<file path="config.mk">
export PLATFORM = sky130hd
export DESIGN_NAME = reset_sequencer
export DESIGN_NICKNAME = d
export VERILOG_FILES = /design/src/rtl/reset_sequencer.sv
export SDC_FILE = /design/constraint.sdc
export NUM_CORES = 1
export LEC_CHECK = 0
export ABC_AREA = 1
export CAP_MARGIN = 20
export CORE_AREA = 2 2 49 51
export CTS_CLUSTER_DIAMETER = 30
export DETAILED_ROUTE_END_ITERATION = 10
export DIE_AREA = 0 0 51 53
export DONT_BUFFER_PORTS = 1
export PLACE_DENSITY = 0.66
export SLEW_MARGIN = 10
export SYNTH_ARGS = -nofsm -noshare
export SYNTH_HDL_FRONTEND = slang
export SYNTH_SLANG_ARGS = --single-unit
export TNS_END_PERCENT = 100
</file>
<file path="constraint.sdc">
create_clock -name clock -period 4.33 [get_ports clock]
set_input_delay 1.299 -clock clock [delete_from_list [all_inputs] [get_ports clock]]
set_output_delay 1.299 -clock clock [all_outputs]
set_load 0.02 [all_outputs]
</file>
<file path="src/rtl/reset_sequencer.sv">
// Holds downstream logic in reset until PLL lock plus a hold time, then releases per-domain resets one by one.
// Define RESET_SEQ_SWRST_EN to add the sw_reset_req input (software-requested resequence).
module reset_sequencer #(
    parameter int NUM_DOMAINS = 4,
    parameter int HOLD_CYCLES = 16,
    parameter int GAP_CYCLES  = 8
) (
    input  logic                   clock,
    input  logic                   reset_n,
    input  logic                   pll_locked,
    output logic [NUM_DOMAINS-1:0] domain_reset_n,
    output logic                   seq_done
`ifdef RESET_SEQ_SWRST_EN
    ,
    input  logic                   sw_reset_req
`endif
);

    localparam int MAX_CYC = (HOLD_CYCLES > GAP_CYCLES) ? HOLD_CYCLES : GAP_CYCLES;
    localparam int CNT_W   = $clog2(MAX_CYC + 1);
    localparam int IDX_W   = $clog2(NUM_DOMAINS + 1);

    localparam logic [CNT_W-1:0] HOLD_LAST = CNT_W'(HOLD_CYCLES - 1);
    localparam logic [CNT_W-1:0] GAP_LAST  = CNT_W'(GAP_CYCLES - 1);
    localparam logic [IDX_W-1:0] IDX_LAST  = IDX_W'(NUM_DOMAINS - 1);

    typedef enum logic [1:0] {
        WAIT_LOCK = 2'd0,
        HOLD      = 2'd1,
        RELEASE   = 2'd2,
        DONE      = 2'd3
    } state_e;

    state_e                 state_q, state_d;
    logic [CNT_W-1:0]       cnt_q, cnt_d;
    logic [IDX_W-1:0]       idx_q, idx_d;
    logic [NUM_DOMAINS-1:0] dom_q, dom_d;
    logic                   done_q, done_d;

    logic                   sw_req_s;
    logic                   clear_s;
    logic                   release_s;
    logic [IDX_W-1:0]       rel_idx_s;

`ifdef RESET_SEQ_SWRST_EN
    assign sw_req_s = sw_reset_req;
`else
    assign sw_req_s = 1'b0;
`endif

    // State, counters and output flops; reset_n clears everything without a clock edge.
    always_ff @(posedge clock or negedge reset_n) begin
        if (!reset_n) begin
            state_q <= WAIT_LOCK;
            cnt_q   <= {CNT_W{1'b0}};
            idx_q   <= {IDX_W{1'b0}};
            dom_q   <= {NUM_DOMAINS{1'b0}};
            done_q  <= 1'b0;
        end else begin
            state_q <= state_d;
            cnt_q   <= cnt_d;
            idx_q   <= idx_d;
            dom_q   <= dom_d;
            done_q  <= done_d;
        end
    end

    // Next-state logic; PLL loss is checked first so it wins over a software request.
    always_comb begin
        state_d   = state_q;
        cnt_d     = cnt_q;
        idx_d     = idx_q;
        clear_s   = 1'b0;
        release_s = 1'b0;
        rel_idx_s = idx_q;
        case (state_q)
            WAIT_LOCK: begin
                clear_s = 1'b1;
                cnt_d   = {CNT_W{1'b0}};
                idx_d   = {IDX_W{1'b0}};
                if (pll_locked) begin
                    state_d = HOLD;
                end else begin
                    state_d = WAIT_LOCK;
                end
            end
            HOLD: begin
                if (!pll_locked) begin
                    state_d = WAIT_LOCK;
                    cnt_d   = {CNT_W{1'b0}};
                    idx_d   = {IDX_W{1'b0}};
                    clear_s = 1'b1;
                end else if (sw_req_s) begin
                    cnt_d = {CNT_W{1'b0}};
                end else if (cnt_q == HOLD_LAST) begin
                    release_s = 1'b1;
                    rel_idx_s = {IDX_W{1'b0}};
                    cnt_d     = {CNT_W{1'b0}};
                    idx_d     = IDX_W'(1);
                    if (NUM_DOMAINS == 1) begin
                        state_d = DONE;
                    end else begin
                        state_d = RELEASE;
                    end
                end else begin
                    cnt_d = cnt_q + CNT_W'(1);
                end
            end
            RELEASE, DONE: begin
                if (!pll_locked) begin
                    state_d = WAIT_LOCK;
                    cnt_d   = {CNT_W{1'b0}};
                    idx_d   = {IDX_W{1'b0}};
                    clear_s = 1'b1;
                end else if (sw_req_s) begin
                    state_d = HOLD;
                    cnt_d   = {CNT_W{1'b0}};
                    idx_d   = {IDX_W{1'b0}};
                    clear_s = 1'b1;
                end else if (state_q == DONE) begin
                    state_d = DONE;
                end else if (cnt_q == GAP_LAST) begin
                    release_s = 1'b1;
                    rel_idx_s = idx_q;
                    cnt_d     = {CNT_W{1'b0}};
                    if (idx_q == IDX_LAST) begin
                        state_d = DONE;
                    end else begin
                        idx_d = idx_q + IDX_W'(1);
                    end
                end else begin
                    cnt_d = cnt_q + CNT_W'(1);
                end
            end
            default: begin
                state_d = WAIT_LOCK;
                cnt_d   = {CNT_W{1'b0}};
                idx_d   = {IDX_W{1'b0}};
                clear_s = 1'b1;
            end
        endcase
    end

    // Output next-values: assertion is simultaneous, release sets exactly one more bit.
    always_comb begin
        dom_d  = dom_q;
        done_d = done_q;
        if (clear_s) begin
            dom_d  = {NUM_DOMAINS{1'b0}};
            done_d = 1'b0;
        end else if (release_s) begin
            for (int i = 0; i < NUM_DOMAINS; i++) begin
                if (rel_idx_s == IDX_W'(i)) begin
                    dom_d[i] = 1'b1;
                end else begin
                    dom_d[i] = dom_q[i];
                end
            end
            if (state_d == DONE) begin
                done_d = 1'b1;
            end else begin
                done_d = done_q;
            end
        end else begin
            dom_d  = dom_q;
            done_d = done_q;
        end
    end

    assign domain_reset_n = dom_q;
    assign seq_done       = done_q;

endmodule

</file>
# After elaboration in Yosys (flattened, before gate mapping)
# Cells that the tools add are included.
dict set report totals {
  reg_bits 15
  input_bits 3
  out_inout_bits 5
  wordCells 81
}
dict set report op_classes {
  addsub 2
  n_eq_ne 14
  n_mux 41
  reduce_logical 16
}
# operator count
set ops {}
lappend ops {{$mux 3} 9}
lappend ops {{$mux 5} 5}
lappend ops {{$pmux 5 s3} 1}
lappend ops {{$mux 1} 14}
lappend ops {{$mux 2} 6}
lappend ops {{$ne 3x3->1 const B} 4}
lappend ops {{$reduce_bool 2->1} 6}
lappend ops {{$reduce_and 2->1} 5}
lappend ops {{$eq 3x2->1 const B} 3}
lappend ops {{$pmux 3 s3} 1}
lappend ops {{$mux 4} 2}
lappend ops {{$eq 2x2->1 const B} 3}
lappend ops {{$pmux 2 s3} 1}
lappend ops {{$add 5x1->5 const B} 1}
lappend ops {{$eq 5x3->1 const B} 1}
lappend ops {{$eq 5x4->1 const B} 1}
lappend ops {{$pmux 1 s2} 2}
lappend ops {{$reduce_and 4->1} 1}
lappend ops {{$add 3x1->3 const B} 1}
lappend ops {{$eq 3x1->1 const B} 1}
lappend ops {{$logic_not 3->1} 1}
lappend ops {{$reduce_or 3->1} 1}
lappend ops {{$eq 2x1->1 const B} 1}
lappend ops {{$logic_not 2->1} 1}
lappend ops {{$reduce_or 2->1} 1}

# Longest topological paths before layout
dict set report logic_depth {
  word_depth 10
  depth_mapped 13
}

# Least setup slack after synthesis
# OpenSTA, ideal clock, no wires.
dict set report synth_timing {
  path_type {input port to flip-flop}
  startpoint {input port pll_locked}
  endpoint {register idx_q[0]}
  setup_time_ns 0.123
  t_arrival_ns 1.885
  path_slack_ns 2.321
  path_stages 8
  n_path_buf 0
  cell_sequence {nand2_4 -> inv_2 -> nand2_2 -> nand2_4 -> nor2_4 -> nand2_4 -> nand2_1 -> o21ai_1}
}
dict set report synth_between {
  elab_chain_len 2
  elab_cells_between_ends 8
  cone_classes {eq/ne (4); mux (3); reduce/logical (1)}
}
# item line_no
set synth_lines {}
lappend synth_lines {{from (decl)} 10} ;# input logic pll_locked,
lappend synth_lines {{$ne 3x3->1 (no source line) (tied with other cells)} n/a}
lappend synth_lines {{$reduce_and 4->1 (no source line) or $pmux 3 s3 (tied branches)} n/a}
lappend synth_lines {{to (signal assigned)} 56} ;# idx_q <= {IDX_W{1'b0}};
lappend synth_lines {{to (signal assigned)} 62} ;# idx_q <= idx_d;
lappend synth_lines {{to (decl)} 36} ;# logic [IDX_W-1:0] idx_q, idx_d;
# Parallel ways exist; a longest one is shown, timed or not.
# A chain may end at the register's enable or synchronous reset.

# Worst setup path after layout
dict set report layout_timing {
  startpoint {register done_q (netlist: seq_done)}
  endpoint {output port seq_done}
}
# item line_no
set layout_lines {}
lappend layout_lines {{from (decl)} 38} ;# logic done_q, done_d;
lappend layout_lines {{from (signal assigned)} 64} ;# done_q <= done_d;
lappend layout_lines {{to (decl)} 12} ;# output logic seq_done
# No word-level cell between the ends.

==> results.md <==
- The via count normalized by instance count is 4.869.
- The register area share after synthesis is 39.68%.
- The area of the core is 0.002148 mm².
- Hold repair after CTS inserted 0 buffers.
- The clock-pin slew reported for the worst setup and hold paths after clock tree synthesis is 0.09 ns.
- The first global-routing pass estimated 3063 µm of wire.
- The count of pins on the block boundary is 8.
- The run finished with clean final reports.
- The power per cell area is 238.2 mW/mm².
- The worst register-to-register path has a depth of 11.
- The via count of the first global-routing pass is 735.
- The die area is 0.002703 mm².
- The final cell utilization of the core is 46.94%.
- The tree is rooted in a sky130_fd_sc_hd__clkbuf_4.
- After clock tree synthesis, the repair step resized 0 gates.
- After layout, the worst path uses 47.60% of the clock period.
- The iteration count of the initial detailed-routing pass is 5.
- The instance count of the mapped netlist is 121.
- The sequential cells in the finished layout cover a total of 375.4 µm².
- The number of cells on the critical path is 0.
- The initial antenna violation count is 0.
- The worst-skew pair later-pin latency is 0.29 ns.
- STA puts the critical path data required time at 3.03 ns.
- VDD sags by at most 0.1137 mV.
- The layout has 214 filler cells.
- In the routed design, unresolved DRC markers number 0.
- The setup path with the least slack is of type flip-flop to output port.
- The cell count after placement is 149.
- Global routing used 16.06% of the available tracks across all layers.
- The data arrival time of the critical path is 0.76 ns.
- The total overflow left after global routing is 0.
- The cell area after synthesis is 945.9 µm².
- Synthesis produced a netlist with a net count of 129.
- The final setup violation count is 0.
- Max-cap violations in this run came to 0.
- The number of buffers added by the clock tree synthesis step is 3.
- The final-report hold violation count was 0.
- The clock period could shrink to 2.061 ns.
- The maximum fanout count along the critical path is 2.
- The slew at the pin with the worst max-slew slack is 0.3820 ns.
- The overall power after layout is 240.3 µW.
- The post-detailed-route count of antenna-violating nets is 0.
- The die is 51 µm wide.
- The number of DRC markers in iteration 0 is 11.
- For this design, the sink count on the clock tree is 15.
- On the final layout, the worst clock skew is 0.008402 ns.
- The number of antenna diodes in the final layout is 0.
- In this run the tightest slew margin relative to its limit is 74.53%.
- The wire length reported by the detailed router is 1683 µm.
- The maximum count of clock buffers along a single path is 2.
- The min-delay analysis places its worst path in the category flip-flop to flip-flop.
- The reg2reg setup slack is 2.58 ns.
- Input and output buffers added on the ports amount to 0.
- The area growth from synthesis to layout is 6.614%.
- The worst setup path is captured at an output port.
- The number of different library cells used by synthesis comes to 24.
- Setup repair after global routing left no endpoint under its margin.
- Summed over all cells, the static leakage comes to 0.0005197 µW.
- After detailed routing, the average wire length per cell comes to 11.00 µm.
- The site row count is 17.
- The share of post-route cells with drive strength above 1 is 19.20%.
- The mean area per synthesized cell is 7.817 µm².
- The worst setup path is launched from a flip-flop.
- TritonCTS built the clock tree.
- The library cells used most frequently in the layout, excluding fill and tap cells, are sky130_fd_sc_hd__nand2_1 (33), sky130_fd_sc_hd__dfrtp_1 (15), sky130_fd_sc_hd__inv_1 (12).
- The congestion estimate from routability-driven global placement came to 0.8494.
- The routed layout has 745 vias.
- In the final layout, the multi-input gates occupy 499.2 µm².
- The initial utilization of the core area, before any placement, comes to 44.03%.
- The number of pins exceeding their max-slew limit in the final report is 0.
- Summed over all nets, the half-perimeter wirelength after detailed placement is 1365 µm.
- The number of standard cells in the layout, taps in and fillers out is 153.
- For this run, the number of Yosys warnings is 0.
- The library cell used most frequently in the layout, excluding fill and tap cells, is sky130_fd_sc_hd__nand2_1.
- The aggregate negative setup slack is 0 ns.
- On the final layout, the worst hold slack is 0.5152 ns.
- In the final design database the tool counted 134 nets.
- In this run the vertical extent of the chip is 53 µm.
- Entering global routing, the biggest net connects 16 pins.
- Post-CTS timing repair inserted 0 buffers for setup.
- The H-tree level count is 1.
- The register bit count reported by yosys is 15.
- The top achievable clock speed is 485.2 MHz.
- The hold-critical path depth is 2.
-- synthesized netlist by cell type --
cell type / count / area share, %
sky130_fd_sc_hd__a211oi_1: 1 / 0.79
sky130_fd_sc_hd__a21oi_1: 5 / 2.6
sky130_fd_sc_hd__a22o_1: 1 / 0.93
sky130_fd_sc_hd__clkinv_1: 1 / 0.40
sky130_fd_sc_hd__clkinv_2: 1 / 0.53
sky130_fd_sc_hd__dfrtp_1: 15 / 40
sky130_fd_sc_hd__ha_1: 5 / 6.6
sky130_fd_sc_hd__inv_1: 12 / 4.8
sky130_fd_sc_hd__inv_2: 3 / 1.2
sky130_fd_sc_hd__inv_4: 1 / 0.66
sky130_fd_sc_hd__nand2_1: 33 / 13
sky130_fd_sc_hd__nand2_2: 5 / 3.3
sky130_fd_sc_hd__nand2_4: 3 / 3.6
sky130_fd_sc_hd__nand3_1: 10 / 5.3
sky130_fd_sc_hd__nand3_2: 1 / 1.1
sky130_fd_sc_hd__nand4_1: 4 / 2.6
sky130_fd_sc_hd__nor2_1: 6 / 2.4
sky130_fd_sc_hd__nor2_2: 2 / 1.3
sky130_fd_sc_hd__nor2_4: 1 / 1.2
sky130_fd_sc_hd__nor2_8: 1 / 2.1
sky130_fd_sc_hd__o21ai_0: 4 / 2.1
sky130_fd_sc_hd__o21ai_1: 4 / 2.1
sky130_fd_sc_hd__o21ai_2: 1 / 0.93
sky130_fd_sc_hd__or2_2: 1 / 0.66
-- where the power goes --
part	switching, µW	internal [µW]	total (µW)
sequential	2.73	142	144
combinational	11.0	6.36	17.3
clock	44.1	34.4	78.5
total	57.8	182	240
-- registers in the layout (all words and copies together) (netlist names) --
signal,flops
state_q,2
seq_done,1
cnt_q,5
idx_q,3
domain_reset_n,4
-- area by class of cell --
class                   count  share of cell area (%)
well taps                  28                   3.474
multi-input cells          88                   49.50
clock buffers               3                   2.233
inverters                  18                   7.072
clock inverters             1                  0.4963
flip-flops and latches     15                   37.22
-- routing by layer --
layer	track usage [%]	routed length [µm]	vias to the layer above
met1	19.33	804	331
met2	25.76	782	11
met3	5.932	71	4
met5	0	0	-
met4	6.757	24	0
li1	-	-	399
-- kinds of logic (layout without fill, tap and decap cells) --
logic type	count (synthesis)	in the layout	synth area share (%)
flops	15	15	39.68
buf+inv	18	22	7.539
fa+ha+maj	5	5	6.614
simple gates	67	67	36.64
compound gates	16	16	9.524
-- through the flow --
step           cell area (µm²)  setup WS (ns)
2_1_floorplan            945.9          2.321
3_3_place_gp             980.9          2.263
3_5_place_dp             980.9          2.213
4_1_cts                   1008          2.250
5_1_grt                   1008          2.220
6_report                  1008          2.269
-- path summary, 6_finish.rpt --
kind	from	end
setup / recovery	seq_done	seq_done
hold / removal	cnt_q[1]	cnt_q[1]
setup reg to reg	cnt_q[0]	idx_q[0]
hold reg to reg	cnt_q[1]	cnt_q[1]
max in group asynchronous	reset_n	cnt_q[4]
min in group asynchronous	reset_n	seq_done
(Power assumes the default switching activity.)
